$ cat config.mk
export PLATFORM = sky130hd
export DESIGN_NAME = mul_share_arbiter
export DESIGN_NICKNAME = d
export VERILOG_FILES = /design/src/rtl/mul_share_arbiter.sv
export SDC_FILE = /design/constraint.sdc
export NUM_CORES = 1
export LEC_CHECK = 0
export ABC_AREA = 1
export BUFFER_PORTS_ARGS = -buffer_cell sky130_fd_sc_hd__buf_2
export CORE_ASPECT_RATIO = 2
export CORE_MARGIN = 5
export CORE_UTILIZATION = 48
export DETAILED_ROUTE_END_ITERATION = 16
export GPL_TIMING_DRIVEN = 0
export PLACE_DENSITY = 0.8
export SETUP_SLACK_MARGIN = 0.05
export SLEW_MARGIN = 40
export SYNTH_ARGS = -nofsm -noshare
export SYNTH_HDL_FRONTEND = slang
export SYNTH_SLANG_ARGS = --single-unit
$ cat constraint.sdc
create_clock -name clk -period 2.75 [get_ports clk]
set_input_delay 0.1375 -clock clk [delete_from_list [all_inputs] [get_ports clk]]
set_output_delay 0.1375 -clock clk [all_outputs]
set_load 0.01 [all_outputs]
$ cat src/rtl/mul_share_arbiter.sv
// mul_share_arbiter: round-robin arbiter/sequencer sharing one 8x8 sequential multiplier
//   Ports:
//     clk, reset_n            clock (rising edge), asynchronous active-low reset
//     req[NUM_REQ]            per-requester request, held with operands until grant
//     req_a/req_b             packed operands, requester i at [8i+7:8i]
//     grant[NUM_REQ]          one-hot one-cycle pulse: operands captured
//     done[NUM_REQ]           one-hot one-cycle pulse: result valid
//     result[16]              product for the requester flagged by done, held until next done
//     busy                    high whenever the sequencer is not idle
//     mul_load/mul_a/mul_b    load strobe and operands to the shared multiplier
//     mul_product/mul_valid   product and level-high completion flag from the multiplier
//   Optional: define MUL_TIMEOUT_EN to add the err output and a WAIT-state watchdog
//   that completes with result 16'hFFFF after TIMEOUT_CYCLES cycles without mul_valid.
module mul_share_arbiter #(
  parameter int NUM_REQ        = 4,
  parameter int IDX_W          = 2,
  parameter int TIMEOUT_CYCLES = 31
) (
  input  logic                 clk,
  input  logic                 reset_n,
  input  logic [NUM_REQ-1:0]   req,
  input  logic [NUM_REQ*8-1:0] req_a,
  input  logic [NUM_REQ*8-1:0] req_b,
  output logic [NUM_REQ-1:0]   grant,
  output logic [NUM_REQ-1:0]   done,
  output logic [15:0]          result,
  output logic                 busy,
  output logic                 mul_load,
  output logic [7:0]           mul_a,
  output logic [7:0]           mul_b,
  input  logic [15:0]          mul_product,
  input  logic                 mul_valid
`ifdef MUL_TIMEOUT_EN
  ,
  output logic                 err
`endif
);
  typedef enum logic [1:0] {IDLE, LOAD, WAIT, RESP} state_t;
  state_t r_state;
  logic [IDX_W-1:0] r_last;
  logic [IDX_W-1:0] w_start, w_sel, w_idx;
  logic w_found;
  logic [7:0] w_a [NUM_REQ];
  logic [7:0] w_b [NUM_REQ];
`ifdef MUL_TIMEOUT_EN
  localparam int CNT_W = $clog2(TIMEOUT_CYCLES + 1);
  logic [CNT_W-1:0] r_cnt;
`endif
  if (IDX_W != $clog2(NUM_REQ) || NUM_REQ < 2 || NUM_REQ > 8 || TIMEOUT_CYCLES < 1) begin : g_bad_cfg
    $error("mul_share_arbiter: inconsistent NUM_REQ/IDX_W/TIMEOUT_CYCLES");
  end
  for (genvar g = 0; g < NUM_REQ; g++) begin : g_unpack
    assign w_a[g] = req_a[8*g +: 8];
    assign w_b[g] = req_b[8*g +: 8];
  end
  // Search starts one past the last grant so the previous winner ends up lowest priority.
  assign w_start = (r_last == IDX_W'(NUM_REQ - 1)) ? '0 : r_last + 1'b1;
  always_comb begin
    w_sel   = w_start;
    w_found = 1'b0;
    w_idx   = w_start;
    for (int k = 0; k < NUM_REQ; k++) begin
      if (!w_found && req[w_idx]) begin
        w_sel   = w_idx;
        w_found = 1'b1;
      end
      w_idx = (w_idx == IDX_W'(NUM_REQ - 1)) ? '0 : w_idx + 1'b1;
    end
  end
  always_ff @(posedge clk or negedge reset_n) begin
    if (!reset_n) begin
      r_state  <= IDLE;
      r_last   <= IDX_W'(NUM_REQ - 1);
      grant    <= '0;
      done     <= '0;
      result   <= '0;
      busy     <= 1'b0;
      mul_load <= 1'b0;
      mul_a    <= '0;
      mul_b    <= '0;
`ifdef MUL_TIMEOUT_EN
      err      <= 1'b0;
      r_cnt    <= '0;
`endif
    end else begin
      case (r_state)
        IDLE: if (|req) begin
          grant    <= NUM_REQ'(1) << w_sel;
          mul_a    <= w_a[w_sel];
          mul_b    <= w_b[w_sel];
          mul_load <= 1'b1;
          r_last   <= w_sel;
          busy     <= 1'b1;
          r_state  <= LOAD;
        end
        // mul_valid may still show the previous operation's completion here, so it is not looked at.
        LOAD: begin
          grant    <= '0;
          mul_load <= 1'b0;
          r_state  <= WAIT;
`ifdef MUL_TIMEOUT_EN
          r_cnt    <= '0;
`endif
        end
        WAIT: if (mul_valid) begin
          result  <= mul_product;
          done    <= NUM_REQ'(1) << r_last;
          r_state <= RESP;
        end
`ifdef MUL_TIMEOUT_EN
        else if (r_cnt == CNT_W'(TIMEOUT_CYCLES - 1)) begin
          result  <= 16'hFFFF;
          err     <= 1'b1;
          done    <= NUM_REQ'(1) << r_last;
          r_state <= RESP;
        end else begin
          r_cnt <= r_cnt + 1'b1;
        end
`endif
        RESP: begin
          done    <= '0;
          busy    <= 1'b0;
          r_state <= IDLE;
`ifdef MUL_TIMEOUT_EN
          err     <= 1'b0;
`endif
        end
        default: r_state <= IDLE;
      endcase
    end
  end
endmodule

Yosys cells after proc, flatten, opt, wreduce, memory -nomap -nowiden
Index checks and enable logic that the tools add are counted.

cells by class
  $lt $le $gt $ge = 5
  muxes and demuxes = 34
  bitwise gates (word level) = 1
  $add $sub $neg = 4
  shift-type cells = 2
  equality and inequality tests = 9
  reduce and logical (&&, ||, !) cells = 17

operator list
  kind                                                                           count
  8-bit binary-select mux with 2-bit select                                      2
  8-bit two-way mux                                                              4
  2-bit two-way mux                                                              9
  4-bit case mux with 2 select lines                                             2
  2-bit == test (second input constant)                                          6
  2-bit by 3-bit less-than comparator with 1-bit output (second input constant)  4
  2-bit AND reduction                                                            6
  2-bit by 1-bit adder with 2-bit output (second input constant)                 4
  1-bit binary-select mux with 2-bit select                                      4
  1-bit two-way mux                                                              8
  4-bit two-way mux                                                              2
  2-bit case mux with 4 select lines                                             1
  1-bit by 2-bit left shift with 4-bit output (first input constant)             2
  2-bit nonzero test                                                             3
  2-bit != test (second input constant)                                          2
  1-bit case mux with 2 select lines                                             2
  4-bit OR reduction                                                             1
  3-bit >= comparator (second input constant)                                    1
  1-bit logical AND                                                              3
  1-bit zero test                                                                3
  2-bit NOT with 3-bit output                                                    1
  2-bit by 1-bit == test with 1-bit output (second input constant)               1
  2-bit zero test                                                                1

storage, ports and cells
  output and inout bits = 42
  register bits = 46
  input port bits = 87
  logic and storage cells = 81

Longest topological paths before layout
  depth in word-level cells = 18
  gate-level depth with buffers = 18
  mapped depth without buffers = 17

Worst setup path after synthesis
Ideal clock, no wire load.

  path type = register -> register
  start point = register r_last[0]
  end point = register mul_a[3]
  required time = 2.633 ns
  arrival = 2.173 ns
  cell stages (with the launch flop) = 18
  setup slack = 0.460 ns
  buffers on the path = 1
  clock period less this slack = 2.290 ns
  cells stage by stage = dfstp_2 inv_2 ha_1 inv_1 nand2_1 nand2_1 nand2_1 nand2_1 nand2_1 inv_2 nand2_4 nand3_1 nand2_4 buf_6 nand2_1 nand2_1 nand2_1 nand2_1

between the ends
  word-level cells in the longest chain between the ends = 18
  elaborated cells between the ends (all ways) = 36
  classes of those cells = add/sub: 4; eq/ne: 4; mux: 21; bitwise: 1; reduce/logical: 6

ends and longest elaborated chain
  item                                                                             line  text
  start, declared                                                                  40    logic [IDX_W-1:0] r_last;
  start signal, assigned                                                           73    r_last <= IDX_W'(NUM_REQ - 1);
  start signal, assigned                                                           92    r_last <= w_sel;
  2-bit by 1-bit adder with 2-bit output / 2-bit == test (equally long branches)   57    assign w_start = (r_last == IDX_W'(NUM_REQ - 1)) ? '0 : r_last + 1'b1;
  2-bit two-way mux *                                                              57
  branches (longest 11 deep; another with 2-bit by 1-bit adder with 2-bit output)  n/a
  2-bit two-way mux *                                                              63    if (!w_found && req[w_idx]) begin
  2-bit NOT with 3-bit output (implied by the code) *                              89    mul_a <= w_a[w_sel];
  8-bit binary-select mux with 2-bit select *                                      89
  8-bit two-way mux (implied by the code) * (2 in series)                          89
  end signal, assigned                                                             89
  end, declared                                                                    29    output logic [7:0] mul_a,

Mark *: on every way between the ends. The select of a mux whose other input is x is not followed.
A chain may end at the register's enable or synchronous reset.

Final worst setup path
  start point = register r_last[0]
  end point = register mul_b[2]

between the ends
  word-level cells in the longest chain between the ends = 18
  elaborated cells between the ends (all ways) = 36
  classes of those cells = add/sub: 4; eq/ne: 4; mux: 21; bitwise: 1; reduce/logical: 6

ends and longest elaborated chain
  item                                                                             line  text
  2-bit by 1-bit adder with 2-bit output / 2-bit == test (equally long branches)   57
  2-bit two-way mux *                                                              57
  branches (longest 11 deep; another with 2-bit by 1-bit adder with 2-bit output)  n/a
  2-bit two-way mux *                                                              63
  2-bit NOT with 3-bit output (implied by the code) *                              90    mul_b <= w_b[w_sel];
  8-bit binary-select mux with 2-bit select *                                      90
  8-bit two-way mux (implied by the code) * (2 in series)                          90
  end signal, assigned                                                             90
  end, declared                                                                    30    output logic [7:0] mul_b,

Marks and branches as above.

==> results.sh <==
export IMPL_crit_path_start="r_last[0]"
export IMPL_grt_pass1_vias=3231
export IMPL_htreeDepth=2
export IMPL_crit_slowest_cell="dfstp_2"
export IMPL_ys_seq_area_frac=0.384
export IMPL_grt_pass1_wl_um=13700
export IMPL_cp_max_fo=10
export IMPL_routed_wl_um=8610
export IMPL_path_clk_slew_ns=0.06
export IMPL_r2r_slack_ns=0.26
export IMPL_via_per_inst=4.87
export IMPL_numCtsBuffers=5
export IMPL_hold_path_class="in -> reg"
export IMPL_track_usage=0.219
export IMPL_die_area_um2=8050
export IMPL_hold_viol=0
export IMPL_status="complete, no violations"
export IMPL_fin_skew_ns=0.00477
export IMPL_post_route_period_util=0.906
export IMPL_drive_gt1_frac=0.300
export IMPL_crit_path_start_kind="flop"
export IMPL_gp_congestion=0.895
export IMPL_tritoncts="done"
export IMPL_relSlewSlack=0.628
export IMPL_setup_worst_path_class="reg -> reg"
export IMPL_max_cap_viol_count=0
export IMPL_worst_skew_pair_late_latency_ns=0.28
export IMPL_r2r_end="mul_b[2]"
export IMPL_syn_area_per_cell_um2=6.71
export IMPL_worst_path_stages=17
export IMPL_timing_fmax_ghz=0.401
export IMPL_die_y_um=122
export IMPL_path_delay_family="simple AND/OR/NAND/NOR gates"
export IMPL_cp_cell_sequence="inv_2, ha_4, inv_2, nand2_1, nand2_1, nand2_1, nand2_1, nor2_4, nand2_4, nand2_4, buf_4, nand3_1, nand2_1, nand2_1, nand2_1, nand2_1, nand2_1"
export IMPL_dr_pass1_iters=5
export IMPL_cts_root_buf="clkbuf_16"
export IMPL_syn_to_final_growth_pct=31.6
export IMPL_crit_buf_inv=3
export IMPL_wl_per_cell_um=12.9
export IMPL_worstRegToRegCells=17
export IMPL_layout_min_cycle_time_ns=2.49
export IMPL_ys_types=21
export IMPL_endpoint="mul_b[2]"
export IMPL_die_x_um=66.0
export IMPL_dpl_hpwl_um=6960
export IMPL_r2r_start="r_last[0]"
export IMPL_required_ns=2.97
export IMPL_rows=40
export IMPL_syn_num_nets=544
export IMPL_syn_cell_area_um2=3010
export IMPL_final_antenna_net_count=0
export IMPL_start_util=0.497
export IMPL_critPathCaptureType="flop"
export IMPL_route_detailed_drc=0
export IMPL_yosys_top_cells_area="dfrtp_1, nand2_1, nand3_1, ha_1, inv_1"
export IMPL_final_nets=681
export IMPL_crit_path_frequent_cell="nand2_1"
export IMPL_cts_sinks=46
export IMPL_yosysWarnings=0
export IMPL_max_stage_delay_ns=0.60
export IMPL_worstMarginPinSlew_ns=0.558
export IMPL_cts_buffer_depth=2
export IMPL_antenna_found_initial=0
export IMPL_io_pins=129
export IMPL_rsz0062_at_grt="yes"
export IMPL_ys_ff_latch=46
export IMPL_numPortBuffers=128
export IMPL_synth_top_area_frac=0.366
export IMPL_setup_viol=0
export IMPL_vias=3266
export IMPL_coreArea_um2=6060
export IMPL_synth_cells=448
export IMPL_worstPathArrival_ns=2.72
export IMPL_fin_setup_tns_ns=0
export IMPL_synth_largest_area_cell="dfrtp_1"
export IMPL_drt_iter0_drc=154
export IMPL_grt_overflow_total=0
export IMPL_antenna_cells=0
export IMPL_finalMaxSlewViolations=0
export IMPL_grt_max_degree=47
worst register-to-register path: stages, from the launching register on:
cell and delay [ns]:
dfstp_2 0.60, inv_2 0.09, ha_4 0.30, inv_2 0.06, nand2_1 0.06, nand2_1 0.11
nand2_1 0.09, nand2_1 0.08, nor2_4 0.21, nand2_4 0.12, nand2_4 0.11, buf_4 0.17
nand3_1 0.08, nand2_1 0.10, nand2_1 0.06, nand2_1 0.07, nand2_1 0.05, nand2_1 0.08
cell type report:
| class | count | area [um^2] |
|---|---|---|
| multi-input combinational | 351 | 1640 |
| tap | 84 | 105 |
| sequential | 46 | 1150 |
| timing repair buffer | 130 | 661 |
| inverter | 30 | 113 |
| buffer | 21 | 136 |
| clock inverter | 3 | 21.3 |
| clock buffer | 5 | 125 |
| fill | 573 | 2100 |
repair_timing:
action / 4_1_cts / 5_1_grt
buffers inserted: 0 / 1
gates resized for setup: 1 / 7
endpoints found under the hold margin: 44 / 0
setup endpoints to repair: 7 / 21
hold buffers: 1 / 0
pin swaps: 0 / 1
cells in the mapped netlist, drive strengths merged:
cell type and instances:
dfrtp 44, nand3 79, o21ai 15, dfstp 2, ha 9, nor4 1
clkbuf 5, nor2 4, buf 16, nand2 237, inv 30, o22ai 6
flip-flops by register name, indices dropped and copies added (netlist names):
register,cells
done,4
mul_a,8
mul_b,8
busy,1
r_last,2
mul_load,1
r_state,2
grant,4
result,16
layer usage:
metal  wire [um]  GRT usage  vias up  part of all wire
met5           0          0        -                 0
met4         268      0.112        0             0.031
met3         486     0.0369       17             0.056
met2        4690      0.415      125              0.54
met1        3170      0.219     1434              0.37
li1            -          -     1690                 -
cell usage in the layout (no fill, tap or decap), drive strengths merged:
master       netlist  routed
nor4               1       1
inv               30      30
clkinv             0       2
nor2               4       4
dfrtp             44      44
dfstp              2       2
clkinvlp           0       1
clkbuf             5      10
o22ai              6       6
o21ai             15      15
buf               16     145
ha                 9       9
nand3             79      79
dlygate4sd3        0       1
nand2            237     237
cell families (layout without fill, tap and decap cells):
logic type,count (synthesis),in the layout,share of synthesized area
AND/OR/NAND/NOR,321,321,0.460
buffers and inverters,51,189,0.0815
flip-flops,46,46,0.384
AO/OA/AOI/OAI,21,21,0.0374
adder cells (fa/ha/maj),9,9,0.0374
metrics by stage:
step | std cells | hold slack (ns) | instance area (um^2) | setup WS [ns] | utilization
finish | 670 | 0.0497 | 3960 | 0.259 | 0.654
global route | 670 | 0.0486 | 3960 | 0.0346 | 0.654
CTS | 669 | 0.0434 | 3920 | 0.0750 | 0.647
detailed placement | 660 | 0.163 | 3760 | 0.00702 | 0.620
global placement | 660 | 0.329 | 3750 | 0.0505 | 0.620
floorplan | 448 | -0.158 | 3010 | 0.460 | -
worst min-delay path by stage:
stage,startpoint,end,cells after the start
floorplan,reset_n,busy,0
global placement,reset_n,done[3],1
detailed placement,reset_n,done[0],1
CTS,mul_product[9],result[9],3
global route,mul_product[9],result[9],3
finish,mul_product[4],result[4],3
Power is left out: the tool's default activity adds up to more than one toggle a clock period on the data nets, which glitch-free logic cannot reach.
